[src/rtl/ser_par_pkg.sv]
// Shared constants and helpers for the serial-to-parallel collector.
// Imported by serial_to_parallel_4.
package ser_par_pkg;

    localparam int WIDTH_DEF = 4;
    localparam int WIDTH_MIN = 2;
    localparam int WIDTH_MAX = 32;

    function automatic int cnt_w(input int width);
        return $clog2(width);
    endfunction

endpackage

[src/rtl/serial_to_parallel_4.sv]
// Collects a valid/ready 1-bit serial stream into WIDTH-bit words.
// One-entry output slot with valid/ready and a registered all-ones flag.
module serial_to_parallel_4
    import ser_par_pkg::*;
#(
    parameter int WIDTH     = WIDTH_DEF,
    parameter bit MSB_FIRST = 1'b1
) (
    input  logic             clk,
    input  logic             rst_n,
    input  logic             s_data,
    input  logic             s_valid,
    output logic             s_ready,
    input  logic             s_last,
    output logic [WIDTH-1:0] p_data,
    output logic             p_valid,
    input  logic             p_ready,
    output logic             p_all_ones,
    output logic             frame_err
);

    localparam int            CW       = cnt_w(WIDTH);
    localparam logic [CW-1:0] CNT_LAST = CW'(WIDTH - 1);
    localparam logic [CW-1:0] CNT_ONE  = CW'(1);

    if (WIDTH < WIDTH_MIN || WIDTH > WIDTH_MAX) begin : g_bad_width
        $error("serial_to_parallel_4: WIDTH out of range");
    end

    logic [CW-1:0]    cnt;
    logic [WIDTH-1:0] shreg;
    logic [WIDTH-1:0] word_next;
    logic             last_bit;
    logic             beat;
    logic             complete;
    logic             early_last;
    logic             drain;

    assign last_bit   = (cnt == CNT_LAST);
    // Only the completing bit has to wait for a full, undrained slot.
    assign s_ready    = !(p_valid && !p_ready && last_bit);
    assign beat       = s_valid && s_ready;
    assign complete   = beat && last_bit;
    assign early_last = beat && s_last && !last_bit;
    assign drain      = p_valid && p_ready;

    always_comb begin
        word_next = shreg;
        if (MSB_FIRST) begin
            word_next = {shreg[WIDTH-2:0], s_data};
        end else begin
            word_next = {s_data, shreg[WIDTH-1:1]};
        end
    end

    always_ff @(posedge clk or negedge rst_n) begin
        if (!rst_n) begin
            cnt   <= '0;
            shreg <= '0;
        end else if (beat) begin
            if (last_bit || s_last) begin
                cnt   <= '0;
                shreg <= '0;
            end else begin
                cnt   <= cnt + CNT_ONE;
                shreg <= word_next;
            end
        end
    end

    // Completion wins over drain so a same-edge handoff leaves no bubble.
    always_ff @(posedge clk or negedge rst_n) begin
        if (!rst_n) begin
            p_data     <= '0;
            p_valid    <= 1'b0;
            p_all_ones <= 1'b0;
            frame_err  <= 1'b0;
        end else begin
            frame_err <= early_last;
            if (complete) begin
                p_data     <= word_next;
                p_valid    <= 1'b1;
                p_all_ones <= &word_next;
            end else if (drain) begin
                p_valid    <= 1'b0;
                p_all_ones <= 1'b0;
            end
        end
    end

endmodule

[config.mk]
export PLATFORM = sky130hd
export DESIGN_NAME = serial_to_parallel_4
export DESIGN_NICKNAME = d
export VERILOG_FILES = /design/src/rtl/ser_par_pkg.sv /design/src/rtl/serial_to_parallel_4.sv
export SDC_FILE = /design/constraint.sdc
export NUM_CORES = 1
export LEC_CHECK = 0
export CAP_MARGIN = 15
export CORE_AREA = 3 3 40 42
export CTS_BUF_LIST = sky130_fd_sc_hd__clkbuf_4
export CTS_CLUSTER_SIZE = 12
export DETAILED_ROUTE_END_ITERATION = 8
export DIE_AREA = 0 0 43 45
export HOLD_SLACK_MARGIN = 0.03
export PLACE_DENSITY = 0.77
export SLEW_MARGIN = 30
export SYNTH_ARGS = -nofsm -noshare
export SYNTH_HDL_FRONTEND = slang
export SYNTH_SLANG_ARGS = --single-unit
[constraint.sdc]
create_clock -name clk -period 1.4 [get_ports clk]
set_input_delay 0.28 -clock clk [delete_from_list [all_inputs] [get_ports clk]]
set_output_delay 0.28 -clock clk [all_outputs]
set_load 0.05 [all_outputs]
==> results of run 1 <==
-- per-layer routing --
metal | wire length (um) | track usage
met5 | 0 | 0
met4 | 25 | 0.0904
met2 | 522 | 0.204
met3 | 48 | 0.0279
met1 | 456 | 0.146
-- worst max path at each step --
stage | from | end | slack [ps] | depth (start not counted)
final | cnt[0] | s_ready | -70 | 3
after global placement | p_ready | p_data[2] | -170 | 4
after floorplan | cnt[0] | cnt[1] | -80 | 4
after global routing | cnt[0] | s_ready | -100 | 3
after detailed placement | p_ready | p_data[1] | -200 | 4
after CTS | cnt[0] | s_ready | -70 | 3
-- state kept, by name, summed over array words and instances (netlist names) --
name        flops
p_data          4
shreg           3
cnt             2
frame_err       1
p_all_ones      1
p_valid         1
-- synth_stat cells, drive strengths merged --
cell / number
a31oi: 1
nor2: 2
mux2i: 1
nor3b: 1
dfrtp: 12
nand4: 1
mux2: 4
ha: 1
nor2b: 1
nand3b: 1
buf: 1
nand2b: 1
nand2: 6
a22o: 4
-- cell type report --
type / count / share of cell area
clock inverters: 1 / 0.00441
well taps: 15 / 0.0221
clock buffers: 3 / 0.0265
multi-input cells: 24 / 0.271
repair buffers: 21 / 0.322
flip-flops and latches: 12 / 0.354
-- where the power goes --
group          internal (mW)  total [mW]  switching (mW)  leakage (nW)
Sequential             0.434       0.538           0.105         0.157
Combinational          0.372       0.666           0.295         0.232
Clock                  0.103       0.214           0.111        0.0154
Total                  0.908        1.42           0.511         0.405
-- metrics by stage --
| step | power (mW) | utilization |
|---|---|---|
| finish | 1.42 | 0.662 |
| global route | 1.49 | 0.662 |
| CTS | 1.40 | 0.653 |
| detailed placement | 1.17 | 0.617 |
| global placement | 1.16 | 0.617 |
| floorplan | 0.869 | - |
-- cell families after synthesis --
group,after synthesis,synth area share
compound gates,5,0.0791
simple gates,13,0.165
buf+inv,1,0.0216
flops,12,0.576
fa+ha+maj,1,0.0240
mux,5,0.134
-- worst max-delay path: cells and delay by family, from the launching register on --
kind                       cells  cell delay, ps
adders and majority gates      1             180
buffers and inverters          1             160
DFF                            1             430
and+or+nand+nor                1             150
-- what timing repair did --
action / 4_1_cts / 5_1_grt
pin swaps: 1 / 2
buffers inserted: 2 / 1
resized for setup: 1 / 1
setup endpoints to repair: 1 / 7
==> flow_metrics.env, run 1 <==
export IMPL_status="finished with violations"
export IMPL_yosysSeqAreaShare=0.576
export IMPL_min_path_type="input pin to asynchronous set/reset pin"
export IMPL_ioPinCount=14
export IMPL_seqCellArea_um2=302
export IMPL_cts_buffers=3
export IMPL_critPathSlowestCell="dfrtp_1"
export IMPL_grt_pass1_vias=407
export IMPL_grt_max_degree=13
export IMPL_endpoint_kind="output port"
export IMPL_regToRegSetupSlack_ps=0
export IMPL_fmax_mhz=683
export IMPL_final_common_cell="dfrtp_1"
export IMPL_crit_required_ps=1120
export IMPL_synth_cell_types=15
export IMPL_failed_checks="setup timing"
export IMPL_setup_slack_ps=-65.0
export IMPL_start_util=0.406
export IMPL_pre_cts_ws_ps=-196
export IMPL_fin_skew_ps=5.80
export IMPL_power_leakage_nw=0.405
export IMPL_finalWeightedCongestion=0.690
export IMPL_port_buffer_count=13
export IMPL_rows=13
export IMPL_r2r_cells=5
export IMPL_maxSlewHeadroom=0.860
export IMPL_routed_via_density=5.07
export IMPL_synth_area_per_cell_um2=14.1
export IMPL_cts_num_sinks=12
export IMPL_cts_root_buf="clkbuf_4"
export IMPL_clk_path_buf_depth=2
export IMPL_arrival_ps=1190
export IMPL_wl_per_cell_um=13.8
export IMPL_rsz0062_at_grt="yes"
export IMPL_cts_hold_buf=0
export IMPL_place_inst=69
export IMPL_yosys_warnings=0
export IMPL_cts_tree="built"
export IMPL_die_y_um=45
export IMPL_area_growth_pct=63.1
export IMPL_setup_viol=1
export IMPL_synth_top_cells_by_area="dfrtp_1 58%, mux2_4 12%, a22o_1 6.7%"
export IMPL_yosysTopAreaCellShare=0.576
export IMPL_syn_area_um2=522
export IMPL_dpl_hpwl_um=801
export IMPL_postRouteWirelength_um=1050
export IMPL_syn_inst=37
export IMPL_worstSetupPathType="register to output port"
export IMPL_syn_num_nets=44
export IMPL_drt_iter0_markers=6
export IMPL_drcViolationCount=0
export IMPL_placed_area_um2=793
export IMPL_clk_pin_slew_ps=80
export IMPL_worst_pin_slew_ps=209
export IMPL_coreArea_mm2=0.00128
export IMPL_multi_input_area_um2=230
export IMPL_tns_ps=-65.0
export IMPL_design_area_um2=851
export IMPL_synth_seq_cells=12
export IMPL_insertion_delay_ps=270
export IMPL_final_nets=69
export IMPL_htreeDepth=1
export IMPL_antenna_found_initial=0
export IMPL_grt_pass1_wl_um=1730
export IMPL_rr_startpoint="cnt[0]"
export IMPL_timing_final_crit_share=1.05
export IMPL_hold_violations=0
export IMPL_grt_use_total=0.125
export IMPL_ant_nets=0
export IMPL_dieArea_mm2=0.00194
export IMPL_antenna_cells=0
export IMPL_r2r_end="p_data[1]"
export IMPL_yosys_area_top_type="dfrtp_1"
export IMPL_start_kind="register"
export IMPL_holdWs_ps=298
export IMPL_stdcell_count=76
export IMPL_drv_slew=0
export IMPL_fill_cells=89
export IMPL_vdd_drop_max_mv=0.672
export IMPL_fp_dieW_um=43
export IMPL_grt_overflow_total=0
export IMPL_worstPathCellList="ha_4 -> nand3b_1 -> buf_12"
export IMPL_maxCapViolCount=0
export IMPL_power_density_mw_per_mm2=1670
export IMPL_drive_above_1_share=0.492
export IMPL_finalCriticalPeriod_ps=1470
export IMPL_vias=385
export IMPL_layout_common_cells="11 x dfrtp_1, 8 x buf_12, 7 x buf_4"
export IMPL_first_pass_iters=4
export IMPL_critical_path_max_fanout=3
export IMPL_critPathMaxStageDelay_ps=430
No activity file was read; power rests on OpenSTA's default activity.
==> inputs of run 2 (changes only) <==
--- a/config.mk
+++ b/config.mk
@@ -8,9 +8,13 @@
 export CAP_MARGIN = 15
-export CORE_AREA = 3 3 40 42
+export CELL_PAD_IN_SITES_DETAIL_PLACEMENT = 0
+export CELL_PAD_IN_SITES_GLOBAL_PLACEMENT = 2
+export CORE_ASPECT_RATIO = 0.8
+export CORE_MARGIN = 3
+export CORE_UTILIZATION = 32
 export CTS_BUF_LIST = sky130_fd_sc_hd__clkbuf_4
+export CTS_CLUSTER_DIAMETER = 100
 export CTS_CLUSTER_SIZE = 12
 export DETAILED_ROUTE_END_ITERATION = 8
-export DIE_AREA = 0 0 43 45
 export HOLD_SLACK_MARGIN = 0.03
-export PLACE_DENSITY = 0.77
+export PLACE_DENSITY = 0.89
 export SLEW_MARGIN = 30
==> constraint.sdc (replaced) <==
create_clock -name clk -period 1.4 [get_ports clk]
set_input_delay 0.14 -clock clk [delete_from_list [all_inputs] [get_ports clk]]
set_output_delay 0.14 -clock clk [all_outputs]
set_load 0.05 [all_outputs]
==> flow_metrics.env, run 2 (same netlist as run 1, synthesis figures left out) <==
export IMPL_status="finished with violations"
export IMPL_failed_checks="setup timing"
export IMPL_final_nets=66
export IMPL_clk_path_buf_depth=2
export IMPL_grt_overflow_total=0
export IMPL_postRouteWirelength_um=1010
export IMPL_area_growth_pct=46.5
export IMPL_fin_skew_ps=10.4
export IMPL_path_buf_inv=1
export IMPL_cts_root_buf="clkbuf_4"
export IMPL_grt_pass1_wl_um=1750
export IMPL_power_mw=1.30
export IMPL_timing_final_crit_share=1.00
export IMPL_vdd_drop_max_mv=0.986
export IMPL_finalCriticalPeriod_ps=1410
export IMPL_ioPinCount=14
export IMPL_holdWs_ps=204
export IMPL_rr_startpoint="cnt[0]"
export IMPL_cts_buffers=3
export IMPL_setup_viol=1
export IMPL_coreArea_mm2=0.00146
export IMPL_dpl_hpwl_um=753
export IMPL_arrival_ps=1270
export IMPL_cts_tree="built"
export IMPL_drt_iter0_markers=5
export IMPL_wl_per_cell_um=12.7
export IMPL_insertion_delay_ps=280
export IMPL_drive_above_1_share=0.466
export IMPL_power_density_mw_per_mm2=1700
export IMPL_post_cts_resized=0
export IMPL_largest_reg_flops=4
export IMPL_cts_num_sinks=12
export IMPL_die_y_um=42.1
export IMPL_ant_nets=0
export IMPL_layout_common_cells="11 x dfrtp_1, 10 x buf_4, 5 x clkdlybuf4s50_1"
export IMPL_maxCapViolCount=0
export IMPL_clk_pin_slew_ps=80
export IMPL_routed_via_density=4.49
export IMPL_finalWeightedCongestion=0.708
export IMPL_grt_max_degree=13
export IMPL_worst_pin_slew_ps=533
export IMPL_first_pass_iters=4
export IMPL_antenna_found_initial=0
export IMPL_power_leakage_nw=0.366
export IMPL_start_kind="register"
export IMPL_rsz0062_at_grt="yes"
export IMPL_pre_cts_ws_ps=-45.4
export IMPL_hold_violations=0
export IMPL_critPathMaxStageDelay_ps=420
export IMPL_dieArea_mm2=0.00215
export IMPL_drcViolationCount=0
export IMPL_fp_dieW_um=51.1
export IMPL_endpoint_kind="output port"
export IMPL_grt_use_total=0.115
export IMPL_critPathSlowestCell="dfrtp_1"
export IMPL_vias=355
export IMPL_cts_hold_buf=0
export IMPL_crit_family="flip-flops"
export IMPL_top_register="p_data"
export IMPL_fmax_mhz=711
export IMPL_top_regs="p_data x4, shreg x3, cnt x2"
export IMPL_start_util=0.358
export IMPL_final_common_cell="dfrtp_1"
export IMPL_crit_start="cnt[0]"
export IMPL_critical_path_max_fanout=4
export IMPL_stdcell_count=79
export IMPL_worstSetupPathType="register to output port"
export IMPL_port_buffer_count=13
export IMPL_tns_ps=-5.87
export IMPL_grt_pass1_vias=365
export IMPL_place_inst=74
export IMPL_maxSlewHeadroom=0.644
export IMPL_worstPathCellList="ha_4 -> nand3b_1 -> buf_12"
export IMPL_antenna_cells=0
export IMPL_crit_required_ps=1260
export IMPL_drv_slew=0
export IMPL_htreeDepth=1
export IMPL_setup_slack_ps=-5.87
export IMPL_rows=12
export IMPL_min_path_type="input pin to asynchronous set/reset pin"
## run 2: cell types whose count changed in the layout (fill, tap and decap cells not counted), sizes merged
cell  delta
buf      -3
## run 2: layout make-up
| class | instances | area (um^2) |
|---|---|---|
| flip-flops and latches | 12 | 302 |
| clock buffers | 3 | 22.5 |
| well taps | 21 | 26.3 |
| repair buffers | 18 | 185 |
| multi-input cells | 24 | 225 |
| fillers | 144 | 692 |
| clock inverters | 1 | 3.75 |
## run 2: power breakdown
| part | internal, mW | total [mW] | switching (mW) |
|---|---|---|---|
| combinational | 0.271 | 0.560 | 0.289 |
| clock | 0.103 | 0.223 | 0.120 |
| sequential | 0.433 | 0.514 | 0.0806 |
| total | 0.808 | 1.30 | 0.490 |
## run 2: per-layer routing
layer  track usage  part of all wire
met2         0.141              0.43
met3        0.0676             0.071
met4        0.0484                 0
met1         0.160              0.50
met5             0                 0
## run 2: metrics by stage
| stage | area [um^2] | util |
|---|---|---|
| CTS | 764 | 0.525 |
| detailed placement | 731 | 0.502 |
| global route | 764 | 0.525 |
| global placement | 731 | 0.502 |
| floorplan | 538 | - |
| finish | 764 | 0.525 |
## run 2: path summary, 6_finish.rpt
check | to | slack (ps) | cells past startpoint
setup / recovery | s_ready | -6 | 3
hold reg to reg | p_all_ones | 530 | 2
setup reg to reg | p_data[2] | 110 | 4
max in group asynchronous | p_valid | 820 | 1
min in group clk | frame_err | 430 | 3
hold / removal | p_data[1] | 200 | 1
## run 2: timing repair
action,4_1_cts,5_1_grt
endpoints found under the hold margin,0,0
buffers inserted,1,0
setup endpoints to repair,1,1
